[src/rtl/fsm_input_pkg.sv]
// Shared definitions for the pet input front-end: ultrasonic state encoding
// and the default timing constants for simulation and FPGA builds.
package fsm_input_pkg;

    typedef enum logic [2:0] {
        US_IDLE      = 3'd0,
        US_TRIG      = 3'd1,
        US_WAIT_RISE = 3'd2,
        US_MEASURE   = 3'd3,
        US_DONE      = 3'd4,
        US_HOLDOFF   = 3'd5
    } us_state_t;

    localparam int DEF_CNT_W = 22;

    // Short timings so a simulation covers several ranging periods quickly
    localparam int TB_DEB_CYCLES    = 4;
    localparam int TB_TRIG_CYCLES   = 10;
    localparam int TB_PERIOD_CYCLES = 200;
    localparam int TB_NEAR_CYCLES   = 60;
    localparam int TB_ECHO_TIMEOUT  = 150;

    localparam int FPGA_DEB_CYCLES    = 500000;
    localparam int FPGA_TRIG_CYCLES   = 500;
    localparam int FPGA_PERIOD_CYCLES = 3000000;
    localparam int FPGA_NEAR_CYCLES   = 1500000;
    localparam int FPGA_ECHO_TIMEOUT  = 2000000;

endpackage

[src/rtl/fsm_input_frontend_debouncer.sv]
// One input channel: 2-FF synchroniser, stability counter, debounced level
// and a single-cycle pulse on the debounced inactive->active edge.
module debouncer
    import fsm_input_pkg::*;
#(
    parameter int DEB_CYCLES = TB_DEB_CYCLES,
    parameter bit ACTIVE_LOW = 1'b1
) (
    input  logic clk,
    input  logic rst,
    input  logic i_raw,
    output logic o_pulse
);

    localparam logic IDLE_LVL = ACTIVE_LOW;
    localparam int CW = (DEB_CYCLES > 1) ? $clog2(DEB_CYCLES) : 1;
    localparam logic [CW-1:0] CNT_LAST = CW'(DEB_CYCLES - 1);

    logic          r_sync1;
    logic          r_sync2;
    logic          r_prev;
    logic          r_level;
    logic          r_pulse;
    logic [CW-1:0] r_cnt;
    logic          w_flip;

    // The counter only advances while the sample is steady and disagrees
    // with the debounced level; it never passes CNT_LAST.
    assign w_flip = (r_sync2 != r_level) && (r_sync2 == r_prev) && (r_cnt == CNT_LAST);

    always_ff @(posedge clk) begin
        if (rst) begin
            r_sync1 <= IDLE_LVL;
            r_sync2 <= IDLE_LVL;
            r_prev  <= IDLE_LVL;
            r_level <= IDLE_LVL;
            r_cnt   <= '0;
            r_pulse <= 1'b0;
        end else begin
            r_sync1 <= i_raw;
            r_sync2 <= r_sync1;
            r_prev  <= r_sync2;
            if ((r_sync2 == r_level) || (r_sync2 != r_prev) || w_flip) begin
                r_cnt <= '0;
            end else begin
                r_cnt <= r_cnt + CW'(1);
            end
            if (w_flip) begin
                r_level <= r_sync2;
            end
            r_pulse <= w_flip && (r_sync2 != IDLE_LVL);
        end
    end

    assign o_pulse = r_pulse;

endmodule

[src/rtl/fsm_input_frontend.sv]
// Input front-end for the pet state machine: debounced button/LDR event
// pulses and the HC-SR04 trigger/echo ranging FSM.
module fsm_input_frontend
    import fsm_input_pkg::*;
#(
    parameter int DEB_CYCLES    = TB_DEB_CYCLES,
    parameter int TRIG_CYCLES   = TB_TRIG_CYCLES,
    parameter int PERIOD_CYCLES = TB_PERIOD_CYCLES,
    parameter int NEAR_CYCLES   = TB_NEAR_CYCLES,
    parameter int ECHO_TIMEOUT  = TB_ECHO_TIMEOUT,
    parameter int CNT_W         = DEF_CNT_W
) (
    input  logic             clk,
    input  logic             rst,
    input  logic             btn_feed_n,
    input  logic             btn_heal_n,
    input  logic             btn_mode_n,
    input  logic             btn_test_n,
    input  logic             ldr_dark,
    input  logic             us_echo,
    output logic             us_trig,
    output logic             feeding,
    output logic             healing,
    output logic             change_state,
    output logic             test,
    output logic             light_out,
    output logic             echo_sig,
    output logic [CNT_W-1:0] range_cnt,
    output logic             range_valid
);

    localparam int PW = $clog2(PERIOD_CYCLES + 1);
    localparam logic [CNT_W-1:0] TRIG_LAST = CNT_W'(TRIG_CYCLES - 1);
    localparam logic [CNT_W-1:0] TMO_LAST  = CNT_W'(ECHO_TIMEOUT - 1);
    localparam logic [CNT_W-1:0] TMO_VAL   = CNT_W'(ECHO_TIMEOUT);
    localparam logic [CNT_W-1:0] NEAR_VAL  = CNT_W'(NEAR_CYCLES);
    localparam logic [PW-1:0]    PERIOD_VAL = PW'(PERIOD_CYCLES);

    debouncer #(.DEB_CYCLES(DEB_CYCLES), .ACTIVE_LOW(1'b1)) u_deb_feed (
        .clk(clk), .rst(rst), .i_raw(btn_feed_n), .o_pulse(feeding));
    debouncer #(.DEB_CYCLES(DEB_CYCLES), .ACTIVE_LOW(1'b1)) u_deb_heal (
        .clk(clk), .rst(rst), .i_raw(btn_heal_n), .o_pulse(healing));
    debouncer #(.DEB_CYCLES(DEB_CYCLES), .ACTIVE_LOW(1'b1)) u_deb_mode (
        .clk(clk), .rst(rst), .i_raw(btn_mode_n), .o_pulse(change_state));
    debouncer #(.DEB_CYCLES(DEB_CYCLES), .ACTIVE_LOW(1'b1)) u_deb_test (
        .clk(clk), .rst(rst), .i_raw(btn_test_n), .o_pulse(test));
    debouncer #(.DEB_CYCLES(DEB_CYCLES), .ACTIVE_LOW(1'b0)) u_deb_ldr (
        .clk(clk), .rst(rst), .i_raw(ldr_dark), .o_pulse(light_out));

    logic             r_echo_s1;
    logic             r_echo_s2;
    logic             r_echo_s3;
    us_state_t        r_state;
    us_state_t        w_next;
    logic             r_armed;
    logic [CNT_W-1:0] r_phase;
    logic [CNT_W-1:0] w_phase_next;
    logic [CNT_W-1:0] r_count;
    logic [CNT_W-1:0] w_count_next;
    logic [PW-1:0]    r_period;
    logic             r_trig;
    logic             r_near;
    logic [CNT_W-1:0] r_range_cnt;
    logic             r_range_valid;
    logic             r_echo_sig;
    logic             w_trig_start;
    logic             w_done_entry;
    logic             w_near_new;

    // WAIT_RISE watches s2 while MEASURE counts s3, one cycle later, so the
    // first high echo cycle is included and the count equals the echo width.
    always_ff @(posedge clk) begin
        if (rst) begin
            r_echo_s1 <= 1'b0;
            r_echo_s2 <= 1'b0;
            r_echo_s3 <= 1'b0;
        end else begin
            r_echo_s1 <= us_echo;
            r_echo_s2 <= r_echo_s1;
            r_echo_s3 <= r_echo_s2;
        end
    end

    always_ff @(posedge clk) begin
        if (rst) begin
            r_state <= US_IDLE;
            r_armed <= 1'b0;
        end else begin
            r_state <= w_next;
            r_armed <= 1'b1;
        end
    end

    always_comb begin
        w_next       = r_state;
        w_phase_next = r_phase;
        w_count_next = r_count;
        case (r_state)
            US_IDLE: begin
                if (r_armed) begin
                    w_next       = US_TRIG;
                    w_phase_next = '0;
                end
            end
            US_TRIG: begin
                if (r_phase == TRIG_LAST) begin
                    w_next       = US_WAIT_RISE;
                    w_phase_next = '0;
                end else begin
                    w_phase_next = r_phase + CNT_W'(1);
                end
            end
            US_WAIT_RISE: begin
                if (r_echo_s2) begin
                    w_next       = US_MEASURE;
                    w_count_next = '0;
                end else if (r_phase == TMO_LAST) begin
                    w_next       = US_DONE;
                    w_count_next = TMO_VAL;
                end else begin
                    w_phase_next = r_phase + CNT_W'(1);
                end
            end
            US_MEASURE: begin
                if (!r_echo_s3) begin
                    w_next = US_DONE;
                end else if (r_count == TMO_LAST) begin
                    w_next       = US_DONE;
                    w_count_next = TMO_VAL;
                end else begin
                    w_count_next = r_count + CNT_W'(1);
                end
            end
            US_DONE: begin
                w_next = US_HOLDOFF;
            end
            US_HOLDOFF: begin
                if ((r_period >= PERIOD_VAL) && !r_echo_s3) begin
                    w_next       = US_TRIG;
                    w_phase_next = '0;
                end
            end
            default: begin
                w_next = US_IDLE;
            end
        endcase
    end

    assign w_trig_start = (w_next == US_TRIG) && (r_state != US_TRIG);
    assign w_done_entry = (w_next == US_DONE);
    assign w_near_new   = (w_count_next < NEAR_VAL);

    // Outputs are registered from the next state so they line up with r_state
    always_ff @(posedge clk) begin
        if (rst) begin
            r_phase       <= '0;
            r_count       <= '0;
            r_period      <= '0;
            r_trig        <= 1'b0;
            r_near        <= 1'b0;
            r_range_cnt   <= '0;
            r_range_valid <= 1'b0;
            r_echo_sig    <= 1'b0;
        end else begin
            r_phase <= w_phase_next;
            r_count <= w_count_next;
            if (w_trig_start) begin
                r_period <= PW'(1);
            end else if (r_period != {PW{1'b1}}) begin
                r_period <= r_period + PW'(1);
            end
            r_trig        <= (w_next == US_TRIG);
            r_range_valid <= w_done_entry;
            r_echo_sig    <= w_done_entry && w_near_new && !r_near;
            if (w_done_entry) begin
                r_range_cnt <= w_count_next;
                r_near      <= w_near_new;
            end
        end
    end

    assign us_trig     = r_trig;
    assign range_cnt   = r_range_cnt;
    assign range_valid = r_range_valid;
    assign echo_sig    = r_echo_sig;

endmodule

[config.mk]
export PLATFORM = sky130hd
export DESIGN_NAME = fsm_input_frontend
export DESIGN_NICKNAME = d
export VERILOG_FILES = /design/src/rtl/fsm_input_pkg.sv /design/src/rtl/fsm_input_frontend_debouncer.sv /design/src/rtl/fsm_input_frontend.sv
export SDC_FILE = /design/constraint.sdc
export NUM_CORES = 1
export LEC_CHECK = 0
export ABC_AREA = 1
export CAP_MARGIN = 20
export CORE_UTILIZATION = 60
export DETAILED_ROUTE_END_ITERATION = 8
export PLACE_DENSITY_LB_ADDON = 0.1
export SLEW_MARGIN = 10
export SYNTH_ARGS = -nofsm -noshare
export SYNTH_HDL_FRONTEND = slang
export SYNTH_SLANG_ARGS = --single-unit
export TNS_END_PERCENT = 1
[constraint.sdc]
create_clock -name clk -period 3.3 [get_ports clk]
set_input_delay 0.33 -clock clk [delete_from_list [all_inputs] [get_ports clk]]
set_output_delay 0.33 -clock clk [all_outputs]
set_load 0.02 [all_outputs]
Word-level counts from Yosys, hierarchy flattened:

Cells that the tools add are included.

* flip-flop bits (word level): 120
* output and inout port bits: 30
* word-level logic and storage cells: 162

* add/subtract/negate cells: 8
* magnitude comparators: 2
* equal/unequal tests: 41
* multiplexer cells: 22
* bitwise logic cells: 4
* reductions and logical operators: 41

Operator list (count)
* $mux W22: 9
* $pmux W22 S4: 1
* $add A22 B1 Y22 const B: 2
* $eq A22 B8 Y1 const B: 2
* $pmux W22 S2: 1
* $eq A22 B4 Y1 const B: 1
* $lt A22 B6 Y1 const B: 1
* $mux W3: 7
* $logic_and A1 B1 Y1: 19
* $pmux W3 S6: 1
* $reduce_or A2 Y1: 6
* $add A2 B1 Y2 const B: 5
* $eq A1 B1 Y1: 10
* $eq A2 B2 Y1 const B: 5
* $logic_or A1 B1 Y1: 10
* $ne A1 B1 Y1: 10
* $eq A3 B3 Y1 const B: 3
* $add A8 B1 Y8 const B: 1
* $ge A8 B8 Y1 const B: 1
* $ne A2 B2 Y1 const B: 4
* $ne A8 B8 Y1 const B: 1
* $eq A3 B1 Y1 const B: 2
* $eq A3 B2 Y1 const B: 2
* $reduce_and A5 Y1: 1
* 7 further kinds: 13

Longest topological paths before layout:

Gate-level depths: netlist of the first run.

* depth in word-level cells: 7
* gate-level depth with buffers: 18

Modules after synthesis:

From an unflattened synthesis of the first run, not the netlist that was laid out.

* cells, all modules: 828
* area, all modules: 5898.2 µm²

Modules (own cells, without submodules)
* fsm_input_frontend: instances 1, cells an instance 688, area an instance 4662.0 µm²
* debouncer at u_deb_feed ...: instances 4, cells an instance 27, area an instance 246.5 µm²
* debouncer at u_deb_ldr: instances 1, cells an instance 32, area an instance 250.2 µm²

Worst setup path after synthesis of the first run:

No wires, ideal clock.

* kind: reg2reg
* from: register r_count[0]
* to: register r_echo_sig (netlist: echo_sig)
* arrival time: 1728 ps
* path slack: 1509 ps
* stages on the path, launching flop included: 16
* path buffers: 0
* clock period less this slack: 1791 ps
* cell sequence: dfxtp_1 -> ha_1 -> nand3_1 -> inv_1 -> nand3_1 -> nor2_1 -> nand3_1 -> nand3_1 -> nand2_1 -> inv_2 -> nand3_1 -> nor2_1 -> nand2_1 -> nor2_1 -> nand3_1 -> nor2_1

* word-level cells in the longest chain between the ends: 7
* elaborated cells on any way between the ends: 14
* classes of those cells: add/sub: 1; order compare: 1; eq/ne: 2; mux: 8; reduce/logical: 2

Ends and longest elaborated chain
* start: declaration: line fsm_input_frontend.sv:58 `logic [CNT_W-1:0] r_count;`
* start signal: assignment: line fsm_input_frontend.sv:166 `r_count <= w_count_next;`
* $add A22 B1 Y22 or $eq A22 B8 Y1 (tied branches): line fsm_input_frontend.sv:131, fsm_input_frontend.sv:127
* $mux W22 or $mux W3 (tied branches): line fsm_input_frontend.sv:127 `end else if (r_count == TMO_LAST) begin`
* $mux W22 or $mux W3 (tied branches): line fsm_input_frontend.sv:125 `if (!r_echo_s3) begin`
* $pmux W22 S2 or $pmux W3 S6 (tied branches): line fsm_input_frontend.sv:98 `case (r_state)`
* $lt A22 B6 Y1 or $eq A3 B3 Y1 (tied branches): line fsm_input_frontend.sv:151, fsm_input_frontend.sv:150
* $logic_and A1 B1 Y1 (*) (2 in a row): line fsm_input_frontend.sv:174 `r_echo_sig <= w_done_entry && w_near_new && !r_near;`
* end signal: assignment: line fsm_input_frontend.sv:174
* end: declaration: line fsm_input_frontend.sv:65 `logic r_echo_sig;`

Mark *: on every way between the ends. The rest lies on a longest branch, timed or not.
A chain may end at the register's enable or synchronous reset.

Final worst setup path of the first run:

* from: register r_phase[1]
* to: register r_period[6]

* word-level cells in the longest chain between the ends: 7
* elaborated cells on any way between the ends: 9
* classes of those cells: eq/ne: 3; mux: 4; reduce/logical: 2

Ends and longest elaborated chain
* start: declaration: line fsm_input_frontend.sv:56 `logic [CNT_W-1:0] r_phase;`
* start signal: assignment: line fsm_input_frontend.sv:165 `r_phase <= w_phase_next;`
* $eq A22 B8 Y1: line fsm_input_frontend.sv:117 `end else if (r_phase == TMO_LAST) begin`
* $mux W3: line fsm_input_frontend.sv:117
* $mux W3: line fsm_input_frontend.sv:114 `if (r_echo_s2) begin`
* $pmux W3 S6 (*): line fsm_input_frontend.sv:98
* $eq A3 B1 Y1 (*): line fsm_input_frontend.sv:149 `assign w_trig_start = (w_next == US_TRIG) && (r_state != US_TRIG);`
* $logic_and A1 B1 Y1 (*): line fsm_input_frontend.sv:149
* $reduce_or A2 Y1 (no line) (*)
* end signal: assignment: line fsm_input_frontend.sv:170 `r_period <= r_period + PW'(1);`
* end: declaration: line fsm_input_frontend.sv:60 `logic [PW-1:0] r_period;`

Marked as above.

==> results of run 1 <==
## flip-flops by register name, summed over array words and instances (netlist names), 2 cells and up
name	cells
r_state	3
u_deb_feed.r_cnt	2
u_deb_heal.r_cnt	2
range_cnt	22
r_phase	22
r_count	22
u_deb_mode.r_cnt	2
u_deb_ldr.r_cnt	2
u_deb_test.r_cnt	2
r_period	8
## logic make-up after synthesis
family,Yosys count,share of synthesized area (%)
adders and majority gates,11,2.34
and+or+nand+nor,456,35.6
AOI/OAI and AO/OA,112,10.7
xor gates and xnor gates,14,2.09
buffers and inverters,126,8.35
DFF,120,40.9
## worst max-delay path: stages, from the launching register on
cell and delay (ns):
dfxtp_1 0.31, inv_1 0.09, ha_1 0.18, nand2_1 0.06, inv_1 0.05, nand2_1 0.05, nor2_2 0.17, nand3_2 0.16
nand2_1 0.10, nand3_1 0.08, nand2_2 0.52, nor3_2 0.10, nand2_1 0.11, or2_1 0.13, nand2_2 0.11, a21oi_1 0.21
## cells in the final DEF (no fill, tap or decap), types with 13 or more instances in the layout
master,netlist,layout
clkdlybuf4s50_1,0,36
nand2_1,165,165
clkbuf_16,0,16
a21oi_1,49,49
dfxtp_1,120,120
o21ai_0,33,33
inv_1,92,92
nand3_1,56,56
nor3_1,13,13
nor2_1,136,136
nand4_1,32,32
## stage by stage
| step | cell area [sq um] | cells | hold slack, ns | worst slack, ns | util [%] |
|---|---|---|---|---|---|
| after floorplan | 5870 | 839 | 0.388 | 1.51 | - |
| after global placement | 6330 | 986 | 0.390 | 0.931 | 67.5 |
| after detailed placement | 6330 | 986 | 0.393 | 0.824 | 67.5 |
| after CTS | 6880 | 1018 | 0.322 | 0.748 | 73.4 |
| after global routing | 6880 | 1018 | 0.337 | 0.435 | 73.4 |
| final | 6880 | 1018 | 0.328 | 0.762 | 73.4 |
## layer usage
| layer | share of wire, % | vias to the layer above | global-route usage (%) |
|---|---|---|---|
| li1 | - | 2782 | - |
| met1 | 41 | 2531 | 33.6 |
| met2 | 50 | 211 | 54.0 |
| met3 | 6.0 | 43 | 6.45 |
| met4 | 3.0 | 0 | 14.2 |
| met5 | 0 | - | 0 |
## final cells by class
type,count,area [sq um]
clock inverter,12,101
sequential,120,2400
multi-input combinational,593,2980
timing repair buffer,41,395
tap,129,161
clock buffer,20,455
fill,783,2490
inverter,103,387
## worst paths after layout
| check | slack, ns | startpoint | endpoint |
|---|---|---|---|
| setup reg to reg | 0.76 | r_phase[1]$_SDFFE_PP0P_ | r_period[6]$_SDFFE_PP0P_ |
| hold / removal | 0.33 | us_echo | r_echo_s1$_SDFF_PP0_ |
| hold reg to reg | 0.41 | u_deb_test.r_sync1$_SDFF_PP1_ | u_deb_test.r_sync2$_SDFF_PP1_ |
| setup / recovery | 0.76 | r_phase[1]$_SDFFE_PP0P_ | r_period[6]$_SDFFE_PP0P_ |
## power by group through the flow
stage / Combinational, mW / Sequential [mW] / Clock [mW]
finish: 0.0958 / 1.47 / 1.72
global route: 0.108 / 1.48 / 1.80
detailed placement: 0.0947 / 1.51 / 0
global placement: 0.0906 / 1.50 / 0
CTS: 0.0963 / 1.47 / 1.73
floorplan: 0.0695 / 1.50 / 0
==> run_results.csv, run 1 <==
group,metric,value,unit
run_status,outcome,"finished, final reports clean",
die,std_cell_rows,35,
yosys,synth_top_cells_by_count,"nand2_1, nor2_1, dfxtp_1",
sta,finalClockSkew,0.0124,ns
drt,vias,5567,
drt,firstDrtPassIters,5,
yosys,synth.most_common_cell,"nand2_1",
global_route,antenna_found_initial,0,
setup_path,critical_path.max_fanout,44,
run,cap_violations,0,
clocking,clock_path_buffers,2,
clocking,insertion_delay,0.52,ns
finish,drive_gt1_share,10.5,%
power,pwr-share-clk,52.2,%
setup_path,worstSetupPathType,"register to register",
sta,setup_tns,0,ns
placed_design,dp_hpwl,10300,um
power,power_frac_seq,44.8,%
yosys,yosysTopAreaCell,"dfxtp_1",
global_route,track_usage,30.0,%
yosys,syn_inst,839,
clocking,cts_buffers,17,
yosys,synth_flop_cell,"dfxtp_1",
yosys,avgSynthCellArea,7.00,sq um
die,die_w,101,um
power,peakVddDrop,471,uV
finish,diodes,0,
yosys,synth_edf_count,0,
power,p_switching,0.741,mW
setup_path,cp-start-kind,"register",
sta,fmax,0.394,GHz
power,leakage,2.88,nW
yosys,synth_async_sr_flop_share,0,%
yosys,yosysWarnings,0,
min_path,hold_path_depth,3,
die,initial_core_util,62.7,%
drt,wl_per_cell,14.2,um
drt,viasPerCell,5.47,
global_route,grt_pass1_vias,5221,
yosys,synth_fp_nets,858,
sta,relSlewSlack,53.9,%
yosys,synth_top_area_share,40.9,%
power,power,3.29,mW
sta,period_share,76.9,%
drt,wl,14500,um
placed_design,gp_congestion,0.914,
yosys,syn-cell-area,5870,sq um
power,comb_power_share,2.9,%
clocking,clock_sinks,120,
drt,drc_errors,0,
sta,worstMarginPinSlew,0.689,ns
global_route,grt_pass1_wl,23800,um
clocking,cts_resized,0,
setup_path,crit_arrival,2.97,ns
die,core,9370,sq um
die,dieArea,10200,sq um
min_path,hold_class,"input port to register",
clocking,clkTransAtPathRegs,0.06,ns
clocking,hold_buffers,0,
global_route,overflow,0,
sta,final_max_slew_viol_count,0,
die,die_y,101,um
clocking,tritoncts,"built",
drt,drt_iter0_drc,345,
finish,syn_to_final_growth,17.2,%
finish,nNetsFinal,895,
clocking,cts_root_buf,"clkbuf_8",
yosys,yosysSeqAreaShare,40.9,%
global_route,grt_max_degree,52,
power,switching_share,22.5,%
sta,setup_violations,0,
setup_path,end_kind,"register",
sta,rsz0062_at_grt,"no",
setup_path,required,3.73,ns
yosys,ys_ff_latch,120,
drt,drtAntennaViolNets,0,
placed_design,portBuffers,37,
sta,fin_crit,2.54,ns
clocking,post_cts_buffers,0,
power,power_density,478,nW/um^2
clocking,htreeDepth,4,
setup_path,ff2ff_path_depth,15,
die,ioPinCount,38,
yosys,yosys-top-cells-area,"dfxtp_1, nand2_1, nor2_1, inv_1, nand3_1",
yosys,synth_cell_types,43,
sta,hold_viol,0,
power,p_int,2.55,mW
Note: power is estimated with default switching activity, not from simulation.
==> inputs of run 2 (changes only) <==
CORE_UTILIZATION = 53   (was 60)
clock period = 2.3 ns   (was 3.3 ns; I/O delays follow)
==> run_results.csv, run 2 (synthesis gave the netlist of run 1 again) <==
group,metric,value,unit
die,initial_core_util,54.2,%
global_route,grt.met1_usage,32.3,%
placed_design,gp_congestion,0.957,
clocking,insertion_delay,0.54,ns
global_route,grt_pass1_wl,25300,um
power,power_frac_seq,41.3,%
clocking,clock_path_buffers,2,
drt,firstDrtPassIters,7,
setup_path,worstSetupPathType,"register to register",
power,comb_power_share,2.9,%
finish,fin_util,65.5,%
clocking,cts_root_buf,"clkbuf_8",
min_path,hold_class,"input port to register",
sta,setup_violations,0,
sta,fmax,0.464,GHz
die,core,10800,sq um
global_route,use_met3,6.78,%
setup_path,end_kind,"register",
setup_path,ff2ff_setup_slack,0.15,ns
power,leakage,2.97,nW
finish,syn_to_final_growth,21.0,%
setup_path,required,2.77,ns
setup_path,ff2ff_path_depth,12,
sta,timing.hold.ws,0.0201,ns
clocking,htreeDepth,4,
sta,worstMarginPinSlew,0.524,ns
drt,drc_errors,0,
global_route,antenna_found_initial,0,
setup_path,crit_end,"r_near$_SDFFE_PP0N_",
power,power,5.12,mW
finish,layout_commonest_cell,"nand2_1",
power,p_int,4.06,mW
power,peakVddDrop,618,uV
sta,finalClockSkew,0.00971,ns
clocking,clock_sinks,120,
clocking,cts_buffers,17,
die,std_cell_rows,38,
die,die_w,107,um
global_route,grt_max_degree,52,
clocking,cts_resized,0,
setup_path,cp-startpoint,"r_count[4]$_SDFF_PP0_",
clocking,clkTransAtPathRegs,0.06,ns
global_route,grt-busiest-layer,"met2",
setup_path,r2r_start,"r_count[4]$_SDFF_PP0_",
run,cap_violations,0,
power,pwr-share-clk,55.8,%
setup_path,worst_r2r_endpoint,"r_near$_SDFFE_PP0N_",
drt,wl_per_cell,14.5,um
global_route,grt_pass1_vias,5462,
sta,rsz0062_at_grt,"yes",
sta,relSlewSlack,65.1,%
global_route,track_usage,28.1,%
setup_path,cp-start-kind,"register",
global_route,overflow,0,
placed_design,portBuffers,37,
die,ioPinCount,38,
die,die_y,107,um
global_route,use_met2,48.8,%
finish,drive_gt1_share,12.0,%
drt,drt_iter0_drc,383,
power,power_density,721,nW/um^2
placed_design,dp_hpwl,10900,um
finish,diodes,0,
clocking,post_cts_buffers,0,
setup_path,crit_arrival,2.63,ns
finish,nNetsFinal,904,
setup_path,critical_path.max_fanout,6,
drt,wl,15000,um
drt,viasPerCell,5.36,
sta,final_max_slew_viol_count,0,
clocking,tritoncts,"built",
sta,hold_viol,0,
drt,drtAntennaViolNets,0,
sta,period_share,93.6,%
die,dieArea,11500,sq um
drt,vias,5565,
sta,fin_crit,2.15,ns
finish,final_cell_mix,"nand2_1, nor2_1, dfxtp_1, inv_1, nand3_1",
power,p_switching,1.06,mW
clocking,hold_buffers,0,
run_status,outcome,"finished, final reports clean",
power,switching_share,20.8,%
run 2: cell type report:
type	count	area [sq um]
multi-input cells	593	3010
clock inverters	10	164
repair buffers	50	475
inverters	103	387
fillers	981	3740
well taps	140	175
clock buffers	22	483
flip-flops and latches	120	2410
run 2: critical path, stage by stage (launching register included):
cell	delay, ns
dfxtp_1	0.47
nand2_1	0.19
nor3_1	0.24
nand4_1	0.12
nand2_1	0.08
nand2_1	0.05
nand3_1	0.09
nand3_1	0.23
nor2_1	0.18
nand2_1	0.08
nor2_1	0.13
nand3_1	0.11
a21oi_2	0.13
run 2: power by group through the flow:
stage | registers, mW | clock network (mW) | logic, mW
floorplan | 2.16 | 0 | 0.0997
global placement | 2.16 | 0 | 0.141
detailed placement | 2.16 | 0 | 0.147
CTS | 2.11 | 2.89 | 0.147
global route | 2.12 | 2.98 | 0.166
finish | 2.12 | 2.86 | 0.148
run 2: metrics by stage:
stage / setup WS (ns) / cell area [sq um] / cells / TNS, ns
after floorplan: 0.509 / 5870 / 839 / 0
after global placement: 0.149 / 6420 / 1006 / 0
after detailed placement: 0.157 / 6420 / 1006 / 0
after CTS: 0.0854 / 7070 / 1038 / 0
after global routing: -0.0875 / 7100 / 1038 / -0.169
final: 0.147 / 7100 / 1038 / 0
run 2: how the worst min path moves through the flow:
stage	start	endpoint	slack, ns	cells past startpoint
floorplan	btn_feed_n	u_deb_feed.r_sync1$_SDFF_PP1_	0.33	1
global placement	u_deb_feed.r_sync1$_SDFF_PP1_	u_deb_feed.r_sync2$_SDFF_PP1_	0.39	1
detailed placement	u_deb_ldr.r_sync1$_SDFF_PP0_	u_deb_ldr.r_sync2$_SDFF_PP0_	0.40	2
CTS	rst	u_deb_feed.r_prev$_SDFF_PP1_	0.02	3
global route	rst	u_deb_feed.r_prev$_SDFF_PP1_	0.04	3
finish	rst	u_deb_feed.r_prev$_SDFF_PP1_	0.02	3
run 2: routing by layer:
metal / share of wire (%) / wire length, um / up-vias
li1: - / - / 2806
met1: 44 / 6650 / 2572
met2: 49 / 7300 / 147
met3: 4.1 / 613 / 40
met4: 2.9 / 439 / 0
met5: 0 / 0 / -
